$ cat config.mk
export PLATFORM = sky130hd
export DESIGN_NAME = clk_rst_manager
export DESIGN_NICKNAME = d
export VERILOG_FILES = /design/src/rtl/clk_rst_pkg.sv /design/src/rtl/ce_divider.sv /design/src/rtl/sync_2ff.sv /design/src/rtl/clk_rst_manager.sv
export SDC_FILE = /design/constraint.sdc
export NUM_CORES = 1
export LEC_CHECK = 0
export ABC_AREA = 1
export ABC_CLOCK_PERIOD_IN_PS = 2000
export BUFFER_PORTS_ARGS = -buffer_cell sky130_fd_sc_hd__buf_2
export CAP_MARGIN = 10
export CORE_ASPECT_RATIO = 1.1
export CORE_MARGIN = 10
export CORE_UTILIZATION = 45
export DETAILED_ROUTE_END_ITERATION = 7
export MAX_ROUTING_LAYER = met4
export RECOVER_POWER = 50
export SLEW_MARGIN = 20
export SYNTH_ARGS = -nofsm -noshare
export SYNTH_HDL_FRONTEND = slang
export SYNTH_SLANG_ARGS = --single-unit
$ cat constraint.sdc
create_clock -name i_clk -period 2 [get_ports i_clk]
set_input_delay 0.2 -clock i_clk [delete_from_list [all_inputs] [get_ports i_clk]]
set_output_delay 0.2 -clock i_clk [all_outputs]
set_load 0.05 [all_outputs]
$ cat src/rtl/clk_rst_pkg.sv
// Shared types and helpers for the clock-enable / reset sequencer.
package clk_rst_pkg;

   // Sequencer states, in the order a clean power-up walks through them.
   typedef enum logic [1:0] {
      WAIT_LOCK = 2'd0,
      HOLD      = 2'd1,
      RELEASE   = 2'd2,
      RUN       = 2'd3
   } state_t;

   // Width of the saturating reset-event counter.
   localparam int RESET_COUNT_WIDTH = 8;

   // Counter width able to hold value-1, never narrower than one bit.
   function automatic int clog2_min1(input int value);
      int w;
      w = $clog2(value);
      return (w < 1) ? 1 : w;
   endfunction

endpackage

$ cat src/rtl/ce_divider.sv
// One clock-enable channel: divisor clamp, phase counter, hold while in reset.
module ce_divider #(
   parameter int DIV_WIDTH = 8
) (
   input  logic                 i_clk,
   input  logic                 i_rst_n,
   input  logic                 i_en,
   input  logic [DIV_WIDTH-1:0] i_div,
   output logic                 o_ce
);

   localparam logic [DIV_WIDTH-1:0] ONE = DIV_WIDTH'(1);

   logic [DIV_WIDTH-1:0] div_eff;
   logic [DIV_WIDTH-1:0] cnt_q;
   logic [DIV_WIDTH-1:0] cnt_d;
   logic                 ce_q;
   logic                 ce_d;

   // Count 0..D-1 and strobe on the wrap; a count at or past the new
   // terminal value (divisor lowered) strobes and wraps right away.
   always_comb begin
      div_eff = (i_div == '0) ? ONE : i_div;
      cnt_d   = '0;
      ce_d    = 1'b0;
      if (i_en) begin
         if (cnt_q >= (div_eff - ONE)) begin
            ce_d  = 1'b1;
            cnt_d = '0;
         end else begin
            cnt_d = cnt_q + ONE;
         end
      end
   end

   // Counter and strobe registers.
   always_ff @(posedge i_clk or negedge i_rst_n) begin
      if (!i_rst_n) begin
         cnt_q <= '0;
         ce_q  <= 1'b0;
      end else begin
         cnt_q <= cnt_d;
         ce_q  <= ce_d;
      end
   end

   // Gated so the strobe drops in the same cycle the enable is withdrawn.
   assign o_ce = ce_q & i_en;

endmodule

$ cat src/rtl/sync_2ff.sv
// Two-flop synchronizer for a single asynchronous level into i_clk.
module sync_2ff (
   input  logic i_clk,
   input  logic i_rst_n,
   input  logic i_d,
   output logic o_q
);

   logic meta_q;
   logic sync_q;

   // Two back-to-back flops; both clear to 0 on reset.
   always_ff @(posedge i_clk or negedge i_rst_n) begin
      if (!i_rst_n) begin
         meta_q <= 1'b0;
         sync_q <= 1'b0;
      end else begin
         meta_q <= i_d;
         sync_q <= meta_q;
      end
   end

   assign o_q = sync_q;

endmodule

$ cat src/rtl/clk_rst_manager.sv
// Reset sequencer and clock-enable generator for the FROST board top.
// Channel 0 of i_ce_div occupies the most-significant field, so a board
// top can write {div_ch0, div_ch1, ...}.
module clk_rst_manager
   import clk_rst_pkg::*;
#(
   parameter int NUM_CE_CHANNELS   = 2,
   parameter int CE_DIV_WIDTH      = 8,
   parameter int NUM_RESET_STAGES  = 3,
   parameter int RESET_HOLD_CYCLES = 16,
   parameter int STAGE_GAP_CYCLES  = 4,
   parameter int DEBOUNCE_CYCLES   = 1024
) (
   input  logic                                    i_clk,
   input  logic                                    i_rst_n,
   input  logic                                    i_locked,
   input  logic                                    i_button_n,
   input  logic [NUM_CE_CHANNELS*CE_DIV_WIDTH-1:0] i_ce_div,
   output logic [NUM_CE_CHANNELS-1:0]              o_ce,
   output logic [NUM_RESET_STAGES-1:0]             o_rst_n,
   output logic                                    o_ready,
   output logic [RESET_COUNT_WIDTH-1:0]            o_reset_count,
   output logic [1:0]                              o_state
);

   localparam int SEQ_MAX = (RESET_HOLD_CYCLES > STAGE_GAP_CYCLES) ?
                            RESET_HOLD_CYCLES : STAGE_GAP_CYCLES;
   localparam int CNT_W   = clog2_min1(SEQ_MAX);
   localparam int STAGE_W = clog2_min1(NUM_RESET_STAGES);
   localparam int DEB_W   = clog2_min1(DEBOUNCE_CYCLES);

   localparam logic [CNT_W-1:0]            HOLD_LAST  = CNT_W'(RESET_HOLD_CYCLES - 1);
   localparam logic [CNT_W-1:0]            GAP_LAST   = CNT_W'(STAGE_GAP_CYCLES - 1);
   localparam logic [STAGE_W-1:0]          STAGE_LAST = STAGE_W'(NUM_RESET_STAGES - 1);
   localparam logic [DEB_W-1:0]            DEB_LAST   = DEB_W'(DEBOUNCE_CYCLES - 1);
   localparam logic [NUM_RESET_STAGES-1:0] STAGE0     = NUM_RESET_STAGES'(1);
   localparam logic [RESET_COUNT_WIDTH-1:0] COUNT_ONE = RESET_COUNT_WIDTH'(1);

   logic lock_sync;
   logic btn_sync;

   logic             db_q, db_d;       // debounced button, 1 = released
   logic [DEB_W-1:0] dcnt_q, dcnt_d;

   state_t                         state_q, state_d;
   logic [CNT_W-1:0]               cnt_q, cnt_d;
   logic [STAGE_W-1:0]             stage_q, stage_d;
   logic [NUM_RESET_STAGES-1:0]    rst_q, rst_d;
   logic                           ready_q, ready_d;
   logic [RESET_COUNT_WIDTH-1:0]   count_q, count_d;
   logic                           abort;

   sync_2ff u_lock_sync (
      .i_clk   (i_clk),
      .i_rst_n (i_rst_n),
      .i_d     (i_locked),
      .o_q     (lock_sync)
   );

   sync_2ff u_btn_sync (
      .i_clk   (i_clk),
      .i_rst_n (i_rst_n),
      .i_d     (i_button_n),
      .o_q     (btn_sync)
   );

   // Debounce: count consecutive cycles the input disagrees with the
   // debounced state; flip once that run reaches DEBOUNCE_CYCLES.
   always_comb begin
      db_d   = db_q;
      dcnt_d = '0;
      if (btn_sync != db_q) begin
         if (dcnt_q == DEB_LAST) begin
            db_d = btn_sync;
         end else begin
            dcnt_d = dcnt_q + DEB_W'(1);
         end
      end
   end

   // Any in-service state aborts on lock loss or a debounced press;
   // both at once are a single event.
   assign abort = (state_q != WAIT_LOCK) && (!lock_sync || !db_q);

   // Sequencer next state, registered resets, ready and event count.
   always_comb begin
      state_d = state_q;
      cnt_d   = cnt_q;
      stage_d = stage_q;
      rst_d   = rst_q;
      ready_d = ready_q;
      count_d = count_q;
      case (state_q)
         WAIT_LOCK: begin
            rst_d   = '0;
            ready_d = 1'b0;
            cnt_d   = '0;
            stage_d = '0;
            if (lock_sync && db_q) begin
               state_d = HOLD;
            end
         end
         HOLD: begin
            if (cnt_q == HOLD_LAST) begin
               cnt_d   = '0;
               rst_d   = STAGE0;
               stage_d = STAGE_W'(1);
               if (NUM_RESET_STAGES == 1) begin
                  state_d = RUN;
                  ready_d = 1'b1;
               end else begin
                  state_d = RELEASE;
               end
            end else begin
               cnt_d = cnt_q + CNT_W'(1);
            end
         end
         RELEASE: begin
            if (cnt_q == GAP_LAST) begin
               cnt_d   = '0;
               rst_d   = rst_q | (STAGE0 << stage_q);
               stage_d = stage_q + STAGE_W'(1);
               if (stage_q == STAGE_LAST) begin
                  state_d = RUN;
                  ready_d = 1'b1;
               end
            end else begin
               cnt_d = cnt_q + CNT_W'(1);
            end
         end
         RUN: begin
            ready_d = 1'b1;
         end
         default: begin
            state_d = WAIT_LOCK;
         end
      endcase
      if (abort) begin
         state_d = WAIT_LOCK;
         rst_d   = '0;
         ready_d = 1'b0;
         cnt_d   = '0;
         stage_d = '0;
         if (count_q != '1) begin
            count_d = count_q + COUNT_ONE;
         end
      end
   end

   // All sequencer and debounce state registers.
   always_ff @(posedge i_clk or negedge i_rst_n) begin
      if (!i_rst_n) begin
         state_q <= WAIT_LOCK;
         cnt_q   <= '0;
         stage_q <= '0;
         rst_q   <= '0;
         ready_q <= 1'b0;
         count_q <= '0;
         db_q    <= 1'b1;
         dcnt_q  <= '0;
      end else begin
         state_q <= state_d;
         cnt_q   <= cnt_d;
         stage_q <= stage_d;
         rst_q   <= rst_d;
         ready_q <= ready_d;
         count_q <= count_d;
         db_q    <= db_d;
         dcnt_q  <= dcnt_d;
      end
   end

   for (genvar g = 0; g < NUM_CE_CHANNELS; g++) begin : g_ce
      localparam int SLICE_LSB = (NUM_CE_CHANNELS - 1 - g) * CE_DIV_WIDTH;
      ce_divider #(
         .DIV_WIDTH (CE_DIV_WIDTH)
      ) u_ce_divider (
         .i_clk   (i_clk),
         .i_rst_n (i_rst_n),
         .i_en    (rst_q[0]),
         .i_div   (i_ce_div[SLICE_LSB +: CE_DIV_WIDTH]),
         .o_ce    (o_ce[g])
      );
   end

   assign o_rst_n       = rst_q;
   assign o_ready       = ready_q;
   assign o_reset_count = count_q;
   assign o_state       = state_q;

endmodule

Word-level counts from Yosys, hierarchy flattened
Cells that the tools add are included.
{"block": "word_totals", "ff_bits": 53, "inputBits": 20, "out_inout_bits": 16, "wordCells": 93}
{"block": "classes", "addsub": 8, "order_cmp": 2, "eq_ne": 13, "n_shift": 1, "mux": 34, "bitwise": 3, "reduce_logical": 16}
{"op": "$mux 8", "count": 6}
{"op": "$add 8x1->8 const B", "count": 3}
{"op": "$mux 10", "count": 2}
{"op": "$ge 8x8->1", "count": 2}
{"op": "$logic_not 8->1", "count": 2}
{"op": "$mux 2", "count": 8}
{"op": "$sub 8x1->8 const B", "count": 2}
{"op": "$mux 4", "count": 3}
{"op": "$ne 3x3->1 const B", "count": 4}
{"op": "$pmux 2 s3", "count": 2}
{"op": "$pmux 4 s3", "count": 1}
{"op": "$add 10x1->10 const B", "count": 1}
{"op": "$eq 10x10->1 const B", "count": 1}
{"op": "$mux 3", "count": 3}
{"op": "$pmux 3 s3", "count": 1}
{"op": "$ne 8x8->1 const B", "count": 1}
{"op": "$reduce_bool 4->1", "count": 2}
{"op": "$mux 1", "count": 7}
{"op": "$eq 2x2->1 const B", "count": 3}
{"op": "$reduce_and 3->1", "count": 2}
{"op": "$reduce_and 5->1", "count": 1}
{"op": "$add 4x1->4 const B", "count": 1}
{"op": "$eq 4x2->1 const B", "count": 1}
{"op": "$eq 4x4->1 const B", "count": 1}
{"op": "other kinds (13)", "count": 17}

Longest topological paths before layout
Gate-level depths: netlist of run 1.
{"block": "logic_depth", "ltp_word": 6, "depth_mapped": 15, "ltp_nobuf": 15}

Modules after synthesis
A second synthesis of run 1 with hierarchy kept.
{"block": "unflattened", "hier_cells": 430, "hier_area_um2": 3445.8}
{"module": "clk_rst_manager", "n_inst": 1, "cells_each": 214, "area_each_um2": 1794.2, "seq_area_each_um2": 777.0}
{"module": "ce_divider (g_ce[1].u_ce_divider)", "n_inst": 1, "cells_each": 106, "area_each_um2": 777.0, "seq_area_each_um2": 225.2}
{"module": "ce_divider (g_ce[0].u_ce_divider)", "n_inst": 1, "cells_each": 106, "area_each_um2": 774.5, "seq_area_each_um2": 225.2}
{"module": "sync_2ff", "n_inst": 2, "cells_each": 2, "area_each_um2": 50.0, "seq_area_each_um2": 50.0}

Worst setup path after synthesis of run 1
Ideal clock, no wire load.
{"block": "synth_timing", "kind": "input to register", "start": "input port i_ce_div[4]", "end": "register g_ce[1].u_ce_divider.cnt_q[6]", "arrival_ps": 1837, "setup_slack_ps": 37, "stages": 13, "path_cell_list": "inv_1 nand2_1 nor2_1 a31oi_1 ha_1 nand2_1 xor2_1 inv_1 ha_1 nand2_1 o21a_1 nand3_1 nor2_1"}
{"block": "synth_via", "elab_chain_cells": 6}
{"element": "start, declared", "line_no": "clk_rst_manager.sv:18", "rtl": "input logic [NUM_CE_CHANNELS*CE_DIV_WIDTH-1:0] i_ce_div,"}
{"element": "$logic_not 8->1", "line_no": "ce_divider.sv:23", "rtl": "div_eff = (i_div == '0) ? ONE : i_div;"}
{"element": "$mux 8 (*)", "line_no": "ce_divider.sv:23"}
{"element": "$sub 8x1->8 (*)", "line_no": "ce_divider.sv:27", "rtl": "if (cnt_q >= (div_eff - ONE)) begin"}
{"element": "$ge 8x8->1 (*)", "line_no": "ce_divider.sv:27"}
{"element": "$mux 8 (*)", "line_no": "ce_divider.sv:27"}
{"element": "$mux 8 (*)", "line_no": "ce_divider.sv:26", "rtl": "if (i_en) begin"}
{"element": "net g_ce[1].u_ce_divider.cnt_d[6]", "line_no": "ce_divider.sv:16", "rtl": "logic [DIV_WIDTH-1:0] cnt_d;"}
{"element": "end signal, assigned", "line_no": "ce_divider.sv:42", "rtl": "cnt_q <= cnt_d;"}
{"element": "end, declared", "line_no": "ce_divider.sv:15", "rtl": "logic [DIV_WIDTH-1:0] cnt_q;"}
The timed path passes the listed nets; every way through them passes the cells marked *.
A chain may end at the register's enable or synchronous reset.

Final worst setup path of run 1
{"block": "layout_timing", "start": "input port i_ce_div[3]", "end": "register g_ce[1].u_ce_divider.cnt_q[7]"}
Same word-level chain as after synthesis.

==> flow_summary.yaml, run 1 <==
placement:
  hpwl_mm: 5.03
  gp_congestion: 0.812
  port_buffers: 35
floorplanning:
  io_pins: 36
  die_h_um: 111
  dieArea_mm2: 0.0114
  num_rows: 33
  start_util_pct: 45.6
  die_w_um: 103
  coreArea_mm2: 0.00739
job:
  maxCapViolations: 0
synth:
  ys_warn_count: 0
  avgSynthCellArea_um2: 7.84
  synth.most_common_cell: "nand2_1"
  synthTopCellsByArea: "dfrtp_1, nand2_1, ha_1"
  synth_edf_count: 0
  synth_seq_cells: 53
  synth_commonest_cells: "nand2_1, inv_1, dfrtp_1"
  synthesis.area_mm2: 0.00337
  yosysTopAreaCell: "dfrtp_1"
  yosysUniqueCellTypes: 30
  synth_nets: 480
  ys_seq_area_share_pct: 39.4
  synth_top_area_share_pct: 38.6
  synth_async_sr_flop_share_pct: 100
  ys.flop_type: "dfrtp_1"
  synthCells: 430
timing:
  totalNegativeSetupSlack_ps: 0
  setup_viol: 0
  fin_crit_ps: 1830
  tightest_slew_ps: 726
  drv_slew: 0
  finalCritPeriodShare_pct: 91.5
  fin_skew_ps: 5.30
  fmax_mhz: 546
  max_slew_margin_pct: 51.6
  finalHoldViolCount: 0
clock_tree:
  root_buffer: "clkbuf_8"
  cts_max_path_buffers: 2
  cts.htree.levels: 2
  cts.clk_slew.worst_paths_ps: 100
  clk_latency_ps: 300
  cts.sink_count: 53
  cts_buffers: 5
  post_cts.repair.setup_buffers: 0
  cts_tree: "done"
routing:
  post_drt_via_cell_ratio: 4.84
  routed-wl-met3_um: 276
  vias: 2807
  wl_mm: 6.52
  met1_length_mm: 3.15
  wl_per_cell_um: 11.2
  drtIter0Drc: 102
  wl_met2_mm: 3.03
  first_pass_iters: 4
  ant_nets: 0
  drc: 0
  top_layer_used: "met4"
setup_path:
  r2r_cells: 7
  cp.required_ps: 2200
  start_kind: "input port"
  worstPathMaxFanout: 3
  max_stage_delay_ps: 260
  crit_slowest_cell: "ha_1"
  reg2reg_from: "o_state[0]$_DFFE_PN0P_"
  cp.arrival_ps: 2030
  path_common_cell: "nand2_1"
  critPathBufInv: 4
  worst-setup-path-type: "in2reg"
  r2r-end: "o_state[0]$_DFFE_PN0P_"
  end_kind: "register"
  crit_cells: 15
  r2r_slack_ps: 250
  cp_cell_sequence: "buf_2 > inv_1 > nand2_1 > nor2_2 > a31oi_1 > ha_1 > nand2_1 > xor2_1 > inv_1 > ha_1 > nand2_1 > o21a_1 > buf_4 > nand3_1 > nor2_1"
  path_delay_family: "adder cells"
power_and_ir_drop:
  total_power_uw: 1990
  total_leakage_power_uw: 0.00209
  p_per_area_mw_per_mm2: 503
  peakVddDrop_mv: 0.327
grt:
  grt_max_degree: 30
  antenna_found_initial: 0
  grt_pass1_vias: 2724
  grtUsageTotal_pct: 12.3
  grt_pass1_wl_mm: 11.6
  globalRoute.totalOverflow: 0
worst_hold_path:
  worstHoldPathCells: 0
  whs_endpoint: "u_lock_sync.o_q$_DFF_PN0_"
  hold_path.class: "reg2reg"
  hold_path.startpoint: "u_lock_sync.meta_q$_DFF_PN0_"
cells_and_area:
  antenna_cells: 0
  syn_to_final_growth_pct: 17.1
  final_nets: 542
  drive_gt1_share_pct: 17.2
outcome:
  status: "finished, final reports clean"
cells by family (layout without fill, tap and decap cells):
group	after synthesis	after routing	share of synthesized area, %
simple gates	217	217	28.4
flops	53	53	39.4
compound gates	38	38	6.53
fa+ha+maj	30	30	11.1
buf+inv	68	131	8.35
xor+xnor	24	24	6.24
worst max-delay path by stage:
stage | slack (ps) | start | endpoint
after floorplan | 40 | i_ce_div[4] | g_ce[1].u_ce_divider.cnt_q[6]$_DFF_PN0_
after global placement | -170 | i_ce_div[3] | g_ce[1].u_ce_divider.cnt_q[6]$_DFF_PN0_
after detailed placement | -230 | i_ce_div[3] | g_ce[1].u_ce_divider.cnt_q[6]$_DFF_PN0_
after CTS | 80 | i_ce_div[3] | g_ce[1].u_ce_divider.cnt_q[6]$_DFF_PN0_
after global routing | -10 | i_ce_div[5] | g_ce[1].u_ce_divider.cnt_q[7]$_DFF_PN0_
final | 170 | i_ce_div[3] | g_ce[1].u_ce_divider.cnt_q[7]$_DFF_PN0_
area by class of cell:
class	instances	area [um^2]
clock buffers	6	72.6
clock inverters	2	38.8
fillers	693	3440
inverters	63	236
multi-input cells	309	1800
flip-flops and latches	53	1330
well taps	87	109
repair buffers	60	365
worst register-to-register path: cells and delay by family, from the launching register on:
kind	cells	cell delay (ps)
AO/OA/AOI/OAI	1	210
adder cells (fa/ha/maj)	1	370
buffers and inverters	1	120
flip-flops	1	420
AND/OR/NAND/NOR	4	520
routing by layer:
metal	GRT usage, %	up-vias
met4	3.11	0
met3	2.49	8
met1	15.1	1267
met2	20.0	45
met5	-	-
li1	-	1487
what timing repair did:
item / CTS / global route
resized for setup: 0 / 8
hold buffers: 3 / 0
endpoints found under the setup margin: 0 / 15
hold endpoints to repair: 29 / 0
registers in the layout, summed over array words and instances (netlist names):
name,flops
g_ce.u_ce_divider.cnt_q,16
dcnt_q,10
o_reset_count,8
cnt_q,4
o_rst_n,3
g_ce.u_ce_divider.ce_q,2
o_state,2
stage_q,2
db_q,1
o_ready,1
u_btn_sync.meta_q,1
u_btn_sync.o_q,1
u_lock_sync.meta_q,1
u_lock_sync.o_q,1
cells in the final DEF (no fill, tap or decap), drive strengths merged:
cell type	n
nand3	39
o21ai	17
xnor2	10
a31o	1
nand3b	5
o2111ai	2
a31oi	2
xor2	14
o21bai	3
ha	30
buf	53
clkbuf	10
dlygate4sd3	3
a21oi	11
nand2	115
clkinv	1
dfrtp	52
nor3	4
nor2	49
nor3b	1
inv	63
bufinv	1
nand4	4
dfstp	1
o21a	2
power breakdown:
group          switching (uW)  internal, uW
clock network             355           376
registers                4.92          1080
logic                    96.5          74.5
stage by stage:
stage	hold WS (ps)	util [%]	cell area, um^2	instances	setup WS, ps
4_1_cts	354	53.2	3930	580	84.9
6_report	361	53.4	3950	580	170
3_5_place_dp	280	51.2	3790	569	-232
2_1_floorplan	-95.6	-	3370	430	36.7
5_1_grt	369	53.4	3950	580	-14.7
3_3_place_gp	274	51.2	3790	569	-168
Note: power is estimated with default switching activity, not from simulation.
==> run 2, diff against run 1 <==
Settings changed: ABC_CLOCK_PERIOD_IN_PS 2000 to default, PLACE_DENSITY from default to 0.68.
==> run 2 against run 1 <==
- non-clock buffer count down 1
- utilization about the same
- sequential share of layout area is essentially flat
- clock skew hardly changed
- register-to-register slack improved by 40 ps
- first-iteration DRC count down 31%
- global-route usage rose by 0.14 points
- fmax is 1.7% higher
- clock power about the same
- largest power group unchanged
==> flow_summary.yaml, run 2 (same netlist as run 1, synthesis figures left out) <==
routing:
  wl_per_cell_um: 11.3
  first_pass_iters: 4
  drc: 0
  post_drt_via_cell_ratio: 4.85
  vias: 2809
  wl_mm: 6.56
  drtIter0Drc: 70
  ant_nets: 0
placement:
  port_buffers: 35
  gp_congestion: 0.815
  hpwl_mm: 5.19
clock_tree:
  cts_buffers: 5
  cts.sink_count: 53
  cts.clk_slew.worst_paths_ps: 90
  cts.htree.levels: 2
  cts_max_path_buffers: 2
  cts_tree: "done"
  root_buffer: "clkbuf_8"
  clk_latency_ps: 310
setup_path:
  critPathBufInv: 4
  end_kind: "register"
  worstPathMaxFanout: 3
  cp.arrival_ps: 2040
  crit_slowest_cell: "ha_2"
  start_kind: "input port"
  path_delay_family: "compound AO/OA/AOI/OAI gates"
  cp.required_ps: 2240
  cp_cell_sequence: "buf_2 > inv_1 > nand2_1 > nor2_2 > a31oi_1 > ha_2 > nand3_1 > xor2_1 > inv_1 > ha_1 > a21oi_1 > o21a_1 > buf_4 > nand3_1 > nor2_1"
  max_stage_delay_ps: 260
  worst-setup-path-type: "in2reg"
floorplanning:
  io_pins: 36
  coreArea_mm2: 0.00739
  die_h_um: 111
  start_util_pct: 45.6
  dieArea_mm2: 0.0114
  die_w_um: 103
  num_rows: 33
timing:
  finalHoldViolCount: 0
  fin_skew_ps: 5.69
  fin_crit_ps: 1800
  fmax_mhz: 555
  finalCritPeriodShare_pct: 90.0
  max_slew_margin_pct: 13.9
  hold_slack_ps: 365
  drv_slew: 0
  tightest_slew_ps: 1290
  setup_viol: 0
cells_and_area:
  syn_to_final_growth_pct: 17.0
  regMostFlops: "g_ce.u_ce_divider.cnt_q"
  drive_gt1_share_pct: 16.9
  fin_util_pct: 53.4
  layout_common_cells: "nand2_1, inv_1, dfrtp_1"
  antenna_cells: 0
  largest_register_ffs: 16
  final_nets: 541
  final_common_cell: "nand2_1"
power_and_ir_drop:
  total_leakage_power_uw: 0.00208
  p_int_uw: 1530
  combPwrFrac_pct: 8.7
  p_seq_share_pct: 54.6
  p_clk_share_pct: 36.7
  peakVddDrop_mv: 0.330
  p_sw_uw: 456
  p_per_area_mw_per_mm2: 504
  total_power_uw: 1990
  sw_frac_of_total_pct: 22.9
grt:
  globalRoute.totalOverflow: 0
  use_met3_pct: 2.74
  grt_pass1_wl_mm: 11.7
  grtUsageTotal_pct: 12.4
  gr-usage-met2_pct: 20.8
  grt.busiest_layer: "met2"
  grt_util_met1_pct: 14.6
  grt_max_degree: 33
  antenna_found_initial: 0
  grt_pass1_vias: 2813
worst_hold_path:
  hold_path.class: "reg2reg"
job:
  maxCapViolations: 0
outcome:
  status: "finished, final reports clean"
## run 2: changes by cell type in the layout (fill, tap and decap cells not counted), sizes merged
cell,before,now
buf,53,52
clkbuf,10,9
inv,63,64
## run 2: metal layers
layer / up-vias / share of wire (%)
li1: 1489 / -
met2: 42 / 47
met5: - / 0
met3: 5 / 4.5
met4: 0 / 1.2
met1: 1273 / 47
## run 2: cell type report
cell class,instances,area [um^2]
Tap cell,87,109
Fill cell,722,3450
Timing Repair Buffer,59,370
Multi-Input combinational cell,309,1790
Sequential cell,53,1330
Clock inverter,3,43.8
Inverter,63,236
Clock buffer,5,68.8
## run 2: stage by stage
step                worst slack (ps)  instance area, um^2  TNS [ps]  cells
global placement                -124                 3780     -1710    568
floorplan                       36.7                 3370         0    430
global route                   -42.6                 3950     -91.2    579
CTS                             99.4                 3920         0    579
finish                           200                 3950         0    579
detailed placement              -221                 3780     -2850    568
## run 2: timing repair
item / in CTS / in global routing
gates resized for setup: 0 / 8
hold buffers: 3 / 0
setup buffers: 0 / 0
endpoints found under the setup margin: 0 / 16
hold endpoints to repair: 23 / 0
## run 2: worst paths after layout
| kind | slack [ps] | endpoint | start | depth (start not counted) |
|---|---|---|---|---|
| setup / recovery | 200 | g_ce[0].u_ce_divider.cnt_q[7]$_DFF_PN0_ | i_ce_div[13] | 15 |
| hold / removal | 360 | u_lock_sync.o_q$_DFF_PN0_ | u_lock_sync.meta_q$_DFF_PN0_ | 0 |
| setup reg to reg | 290 | o_state[0]$_DFFE_PN0P_ | o_state[0]$_DFFE_PN0P_ | 7 |
| hold reg to reg | 360 | u_lock_sync.o_q$_DFF_PN0_ | u_lock_sync.meta_q$_DFF_PN0_ | 0 |
| max in group asynchronous | 470 | db_q$_DFFE_PN1P_ | i_rst_n | 3 |
| min in group asynchronous | 690 | g_ce[1].u_ce_divider.cnt_q[5]$_DFF_PN0_ | i_rst_n | 2 |
## run 2: power groups by stage
stage / Clock [uW] / Sequential [uW] / Combinational [uW]
floorplan: 0 / 1110 / 81.7
detailed placement: 0 / 1110 / 170
global route: 798 / 1090 / 202
global placement: 0 / 1110 / 167
finish: 730 / 1090 / 173
CTS: 752 / 1080 / 176
